## src/rtl/spike_pkg.sv

```systemverilog
// Shared types and width helpers for the spike-time frame builder.
package spike_pkg;

    typedef enum logic [0:0] {
        IDLE    = 1'b0,
        CAPTURE = 1'b1
    } fsm_state_t;

    // Width of the one-hot shift magnitude for a range of +/-max_shift_mag.
    function automatic int unsigned shift_w(input int unsigned max_shift_mag);
        return 2 * max_shift_mag + 1;
    endfunction

    // Time-step counter width, never below one bit.
    function automatic int unsigned cnt_w(input int unsigned len);
        return (len <= 2) ? 1 : $clog2(len);
    endfunction

endpackage

```

## src/rtl/spike_out_slot.sv

```systemverilog
// One-entry valid/ready output register for {frame, shift_mag} with sticky drop flag.
module spike_out_slot
    import spike_pkg::*;
#(
    parameter int unsigned FRAME_W = 8,
    parameter int unsigned MAG_W   = 5
) (
    input  logic             clk,
    input  logic             rst,
    input  logic             load_i,
    input  logic [0:FRAME_W-1] frame_i,
    input  logic [0:MAG_W-1]   shift_mag_i,
    input  logic             ready_i,
    output logic [0:FRAME_W-1] frame_o,
    output logic [0:MAG_W-1]   shift_mag_o,
    output logic             valid_o,
    output logic             overflow_o
);

    logic accept_c;
    logic can_load_c;
    logic drop_c;

    // A draining slot can be refilled in the same cycle, so no bubble appears.
    assign accept_c   = valid_o && ready_i;
    assign can_load_c = !valid_o || accept_c;
    assign drop_c     = load_i && !can_load_c;

    always_ff @(posedge clk) begin
        if (rst) begin
            valid_o     <= 1'b0;
            frame_o     <= '0;
            shift_mag_o <= '0;
            overflow_o  <= 1'b0;
        end else begin
            if (load_i && can_load_c) begin
                valid_o     <= 1'b1;
                frame_o     <= frame_i;
                shift_mag_o <= shift_mag_i;
            end else if (accept_c) begin
                valid_o <= 1'b0;
            end
            if (drop_c) begin
                overflow_o <= 1'b1;
            end
        end
    end

endmodule

```

## src/rtl/spike_frame_builder.sv

```systemverilog
// Samples a serial spike line over LEN ticks into a frame and hands it, with
// its shift magnitude, to a one-entry valid/ready output slot.
module spike_frame_builder
    import spike_pkg::*;
#(
    parameter int unsigned LEN              = 8,
    parameter int unsigned MAX_SHIFT_MAG    = 2,
    parameter int unsigned FIRST_SPIKE_ONLY = 0
) (
    input  logic                            clk,
    input  logic                            rst,
    input  logic                            frame_start_i,
    input  logic                            tick_i,
    input  logic                            spike_i,
    input  logic [0:2*MAX_SHIFT_MAG]        shift_mag_i,
    output logic [0:LEN-1]                  frame_o,
    output logic [0:2*MAX_SHIFT_MAG]        shift_mag_o,
    output logic                            valid_o,
    input  logic                            ready_i,
    output logic                            overflow_o,
    output logic                            busy_o
);

    localparam int unsigned SHIFT_W = shift_w(MAX_SHIFT_MAG);
    localparam int unsigned CNT_W   = cnt_w(LEN);
    localparam logic [CNT_W-1:0] LAST_STEP = CNT_W'(LEN - 1);

    fsm_state_t         state_q;
    fsm_state_t         next_state;
    logic [CNT_W-1:0]   cnt_q;
    logic [0:LEN-1]     cap_q;
    logic [0:SHIFT_W-1] mag_q;

    logic               last_c;
    logic               clear_c;
    logic               step_c;
    logic               done_c;
    logic               write_en_c;
    logic [0:LEN-1]     frame_next_c;

    assign last_c = (cnt_q == LAST_STEP);

    // In first-spike mode a frame keeps only its earliest spike.
    assign write_en_c = spike_i && !((FIRST_SPIKE_ONLY != 0) && (|cap_q));

    always_comb begin
        frame_next_c = cap_q;
        for (int i = 0; i < int'(LEN); i++) begin
            if (write_en_c && (cnt_q == CNT_W'(i))) begin
                frame_next_c[i] = 1'b1;
            end
        end
    end

    always_ff @(posedge clk) begin
        if (rst) begin
            state_q <= IDLE;
        end else begin
            state_q <= next_state;
        end
    end

    // The final tick completes the old frame even when a restart arrives with it.
    always_comb begin
        next_state = state_q;
        clear_c    = 1'b0;
        step_c     = 1'b0;
        done_c     = 1'b0;
        case (state_q)
            IDLE: begin
                if (frame_start_i) begin
                    clear_c    = 1'b1;
                    next_state = CAPTURE;
                end
            end
            CAPTURE: begin
                if (tick_i && last_c) begin
                    done_c = 1'b1;
                    if (frame_start_i) begin
                        clear_c = 1'b1;
                    end else begin
                        next_state = IDLE;
                    end
                end else if (frame_start_i) begin
                    clear_c = 1'b1;
                end else if (tick_i) begin
                    step_c = 1'b1;
                end
            end
            default: begin
                next_state = IDLE;
            end
        endcase
    end

    always_ff @(posedge clk) begin
        if (rst) begin
            cnt_q <= '0;
            cap_q <= '0;
            mag_q <= '0;
        end else if (clear_c) begin
            cnt_q <= '0;
            cap_q <= '0;
            mag_q <= shift_mag_i;
        end else if (step_c) begin
            cnt_q <= cnt_q + CNT_W'(1);
            cap_q <= frame_next_c;
        end
    end

    assign busy_o = (state_q == CAPTURE);

    spike_out_slot #(
        .FRAME_W (LEN),
        .MAG_W   (SHIFT_W)
    ) u_slot (
        .clk         (clk),
        .rst         (rst),
        .load_i      (done_c),
        .frame_i     (frame_next_c),
        .shift_mag_i (mag_q),
        .ready_i     (ready_i),
        .frame_o     (frame_o),
        .shift_mag_o (shift_mag_o),
        .valid_o     (valid_o),
        .overflow_o  (overflow_o)
    );

endmodule

```

## config.mk

```make
export PLATFORM = sky130hd
export DESIGN_NAME = spike_frame_builder
export DESIGN_NICKNAME = d
export VERILOG_FILES = /design/src/rtl/spike_pkg.sv /design/src/rtl/spike_out_slot.sv /design/src/rtl/spike_frame_builder.sv
export SDC_FILE = /design/constraint.sdc
export NUM_CORES = 1
export LEC_CHECK = 0
export CAP_MARGIN = 15
export CORE_MARGIN = 2
export CORE_UTILIZATION = 45
export DETAILED_ROUTE_END_ITERATION = 12
export PLACE_DENSITY = 0.82
export SLEW_MARGIN = 40
export SYNTH_ARGS = -nofsm -noshare
export SYNTH_HDL_FRONTEND = slang
export SYNTH_SLANG_ARGS = --single-unit
```

## constraint.sdc

```tcl
create_clock -name clk -period 1.4 [get_ports clk]
set_input_delay 0.28 -clock clk [delete_from_list [all_inputs] [get_ports clk]]
set_output_delay 0.28 -clock clk [all_outputs]
set_load 0.02 [all_outputs]
```

Word-level counts from Yosys, hierarchy flattened
Index checks and enable logic that the tools add are counted.
- memory bits (read-only): 0
- input port bits: 11
- output and inout bits: 16
- latch bits: 0
- register bits: 32
- memories: 0
- bits in writable memories: 0
- div/mod/pow operators: 0
- $lt $le $gt $ge: 0
- multipliers: 0
- add/subtract/negate cells: 1
- equality and inequality tests: 7
- shift-type cells: 0
- bitwise operators: 1
- multiplexer cells: 19
- reduce and logical (&&, ||, !) cells: 18
- operators with widths (kind ; number):
    $mux W1 ; 18
    $eq A3 B3 Y1 const B ; 4
    $logic_and A1 B1 Y1 ; 12
    $eq A3 B2 Y1 const B ; 2
    $add A3 B1 Y3 const B ; 1
    $eq A3 B1 Y1 const B ; 1
    $logic_not A3 Y1 ; 1
    $logic_not A1 Y1 ; 2
    $pmux W1 S2 ; 1
    $reduce_bool A2 Y1 ; 1
    $reduce_or A2 Y1 ; 1
    $logic_or A1 B1 Y1 ; 1
    $not A1 Y1 ; 1

Depth between registers and ports, before layout
- word-level depth: 6
- depth in mapped cells: 7

Hierarchy
Synthesis repeated with hierarchy kept, for this count alone.
- cells, all modules: 147
- area total of the unflattened synthesis: 1545.2 um2
- modules (own cells, without submodules) (module ; cells an instance ; area each (um2) ; instances ; sequential area each (um2)):
    spike_frame_builder ; 82 ; 869.6 ; 1 ; 340.3
    spike_out_slot ; 65 ; 675.6 ; 1 ; 300.3

Worst setup path after synthesis
Ideal clock, no wire load.
- kind: reg2reg
- start point: register cnt_q[0]
- end point: register u_slot.frame_o[0] (netlist bit)
- data required time: 1320 ps
- stages on the path, launching flop included: 8
- period minus slack after synthesis: 1523 ps
- data arrival time: 1442 ps
- path buffers: 2
- setup time: 80 ps
- path slack: -123 ps
- path through: dfxtp_1 ha_1 ha_1 and3_1 buf_6 and2_4 buf_6 a211oi_2
- longest elaborated chain between the ends: 5
- elaborated cells on any way between the ends: 8
- those cells by class: eq/ne (1); mux (3); reduce/logical (4)
- RTL lines (item ; line ; source):
    start, declared ; spike_frame_builder.sv:30 ; logic [CNT_W-1:0] cnt_q;
    start signal, assigned ; spike_frame_builder.sv:106 ; cnt_q <= cnt_q + CNT_W'(1);
    $eq A3 B3 Y1 ; spike_frame_builder.sv:41 ; assign last_c = (cnt_q == LAST_STEP);
    $logic_and A1 B1 Y1 ; spike_frame_builder.sv:77 ; if (tick_i && last_c) begin
    $mux W1 ; spike_frame_builder.sv:77 ;
    $mux W1 ; spike_frame_builder.sv:69 ; case (state_q)
    $logic_and A1 B1 Y1 ; spike_out_slot.sv:36 ; if (load_i && can_load_c) begin
    end signal, assigned ; spike_out_slot.sv:38 ; frame_o <= frame_i;
    end, declared ; spike_out_slot.sv:14 ; output logic [0:FRAME_W-1] frame_o,
Parallel ways exist; a longest one is shown, timed or not.
A chain may end at the register's enable or synchronous reset.

Worst setup path after layout
- start point: register cnt_q[1]
- end point: register cap_q[0] (netlist bit)
- longest elaborated chain between the ends: 4
- elaborated cells on any way between the ends: 7
- those cells by class: eq/ne (1); mux (3); reduce/logical (3)
- RTL lines (item ; line ; source):
    $eq A3 B3 Y1 ; spike_frame_builder.sv:41 ;
    $logic_and A1 B1 Y1 ; spike_frame_builder.sv:77 ;
    $mux W1 ; spike_frame_builder.sv:77 ;
    $mux W1 ; spike_frame_builder.sv:69 ;
    end signal, assigned ; spike_frame_builder.sv:107 ; cap_q <= frame_next_c;
    end, declared ; spike_frame_builder.sv:31 ; logic [0:LEN-1] cap_q;
Parallel ways exist; a longest one is shown, timed or not.

==> metrics <==
outcome=complete, but fails checks; failing checks=negative setup slack; setup violators final=7; nature of the critical path startpoint=flip-flop; final max-slew violation count=0; number of standard cells after synthesis=137; number of iterations in the first detailed-routing pass=4; number of antenna violations at the first check in global routing=0; total congestion overflow after global routing=0; kind of end point of the critical path=flip-flop; cell with the most instances on the worst path=ha_4; worst slew margin relative to its limit=77.8%; violation count after the first detailed-routing iteration=17; most frequent cells in the layout=30 x dfxtp_1, 18 x a21oi_1, 17 x nor2_1; WS Path Type=flip-flop to flip-flop; clock buffers created by TritonCTS=5; source-to-sink clock delay at the later pin of the worst-skew pair=0.33 ns; number of vias in the routed layout=1096; crit-path cells=ha_4, ha_4, and4bb_4, buf_12, a31oi_1, nor2_1; die area=3500 sq um; largest cells by area after synthesis=dfxtp_1 47%, a21oi_1 8.4%, a211oi_2 8.2%; Initial Util=46.1%; number of sinks handled by clock tree synthesis=32; final wirelength=2950 um; Die X=59.2 um; largest stage delay on the critical path=0.38 ns; top fanout value on the critical path=6; Antenna diodes=0; wire length per cell=14.1 um; Final Cycle Share=102%; clock tree from TritonCTS=done; library cell contributing the largest single delay on the critical path=and4bb_4; global-route usage over all layers=18.5%; per-instance average area after synthesis=10.0 sq um; Syn-to-layout area delta=36.8%; required arrival time at the worst endpoint=1.67 ns; number of register bits inferred by synthesis=32; cell type with the largest total area after synthesis=dfxtp_1; Final Hold Viols=0; remaining antenna violation count after routing=0; standard-cell row count=20; most frequent standard cell in the layout excluding fill and tap cells=dfxtp_1; post-synthesis net count=154; Fmax=698 MHz; maximum level of the CTS H-tree=2; final total power=1.73 mW; number of global-route vias before repair=1118; sequential cell area fraction in the yosys report=46.7%; IR drop worst, VDD=0.890 mV; leakage power=0.751 nW; Post-route DRC=0; final estimated routing congestion in global placement=0.683; via density per instance=5.22; slew at the pin closest to its max-slew limit=0.332 ns; sum of buffers and inverters on the critical path=1; total number of yosys warnings=0; Top delay family on crit path=simple AND/OR/NAND/NOR gates; core area=2980 sq um; power per cell area=924 nW/um^2; Worst Hold Class=flip-flop to flip-flop; worst setup margin=-0.0318 ns; number of distinct library cell variants in the gate-level netlist after synthesis=24; pin count of the biggest net entering global routing=22; cell area after synthesis=1370 sq um; minimum clock period after layout=1.43 ns; global-route wire length before repair=4770 um; post-route core utilization=63.0%; switching part of the total power=21.8%; root buffer cell=clkbuf_4; Die Y-Extent=59.2 um; top cell type's share of synthesized area=46.7%; Post-Place Setup Slack=-0.136 ns; combinational power share=6.6%; net load switching power=0.377 mW; fraction of final layout cells sized beyond drive strength 1=30.5%; worst clock skew=0.00788 ns; hold bufs inserted after CTS=0; Reg power frac=53.6%; data arrival time of the critical path=1.70 ns; Detail Placement HPWL=2190 um; relative contribution of the clock network to total power=39.7%; clock transition time at the flip-flop clock pins of the worst setup and hold paths=0.10 ns; net count of the finished layout=193; number of max-cap violations=0; Max Root-Sink Buffers=2; RSZ-0062 raised after global routing=yes; internal power component=1.36 mW; number of port buffers=26; num ports=27
-- registers in the layout, indices dropped and copies added (netlist names) --
register / cells
cap_q: 8
u_slot.valid_o: 1
mag_q: 5
u_slot.overflow_o: 1
cnt_q: 3
u_slot.frame_o: 8
u_slot.shift_mag_o: 5
busy_o: 1
-- power groups by stage --
stage                     combinational [mW]  clock [mW]  sequential, mW
final                                  0.115       0.689           0.930
after global routing                   0.123       0.749           0.932
after CTS                              0.114       0.700           0.930
after detailed placement               0.113           0           0.951
after global placement                 0.109           0           0.950
after floorplan                       0.0535           0           0.952
-- cell usage after synthesis --
| library cell | n |
|---|---|
| nor2_2 | 1 |
| nand2b_1 | 1 |
| dfxtp_1 | 32 |
| o21ba_2 | 1 |
| or2_2 | 1 |
| buf_6 | 5 |
| inv_1 | 4 |
| a21bo_2 | 5 |
| nand3_1 | 6 |
| ha_1 | 6 |
| mux2i_1 | 6 |
| a31oi_1 | 7 |
| nor2b_1 | 1 |
| clkbuf_1 | 5 |
| a211oi_2 | 9 |
| nand2_1 | 1 |
| xnor2_1 | 1 |
| and2_1 | 1 |
| buf_2 | 1 |
| nor2_1 | 17 |
| and4bb_4 | 1 |
| a21oi_1 | 23 |
| and2_4 | 1 |
| and3_1 | 1 |
-- worst min-delay path, cell delays in order, from the launching register on --
cell and delay (ns):
dfxtp_1 0.33, inv_1 0.05, nor2_1 0.03
-- cell type report --
type | count | area [sq um]
multi-input cells | 90 | 699
repair buffers | 43 | 400
clock inverters | 2 | 35.0
fillers | 234 | 1100
well taps | 33 | 41.3
flip-flops and latches | 32 | 643
inverters | 4 | 15.0
clock buffers | 6 | 41.3
-- routing by layer --
layer / global-route usage, % / wire [um]
met5: 0 / 0
met3: 4.59 / 112
met2: 32.8 / 1530
met1: 20.6 / 1250
met4: 8.77 / 60
-- kinds of logic (layout without fill, tap and decap cells) --
kind of cell | after synthesis | count (layout) | share of synthesized area (%)
AND/OR/NAND/NOR | 32 | 32 | 11.7
XOR/XNOR | 1 | 1 | 0.639
adder cells (fa/ha/maj) | 6 | 6 | 5.47
multiplexers | 6 | 6 | 4.38
buffers and inverters | 15 | 55 | 6.93
flip-flops | 32 | 32 | 46.7
AO/OA/AOI/OAI | 45 | 45 | 24.2
-- stage by stage --
step / hold WS, ns / area [sq um] / std cells / setup TNS [ns]
final: 0.445 / 1880 / 210 / -0.139
after global routing: 0.466 / 1880 / 210 / -0.595
after CTS: 0.449 / 1860 / 210 / -0.117
after detailed placement: 0.434 / 1770 / 201 / -2.20
after global placement: 0.416 / 1770 / 201 / -1.28
after floorplan: 0.345 / 1400 / 137 / 0
-- timing repair --
action	in CTS	in global routing
cloned	0	0
pin swaps	5	9
gates resized for setup	20	5
setup endpoints to repair	25	16
buffers inserted	1	0
-- path summary, 6_finish.rpt --
kind	start	endpoint	slack (ns)	cells after the start
setup reg to reg	cnt_q[1]$_SDFFE_PP0P_	cap_q[0]$_SDFFE_PP0P_	-0.03	6
hold / removal	cap_q[7]$_SDFFE_PP0P_	cap_q[7]$_SDFFE_PP0P_	0.44	2
setup / recovery	cnt_q[1]$_SDFFE_PP0P_	cap_q[0]$_SDFFE_PP0P_	-0.03	6
hold reg to reg	cap_q[7]$_SDFFE_PP0P_	cap_q[7]$_SDFFE_PP0P_	0.44	2
(Power assumes the default switching activity.)
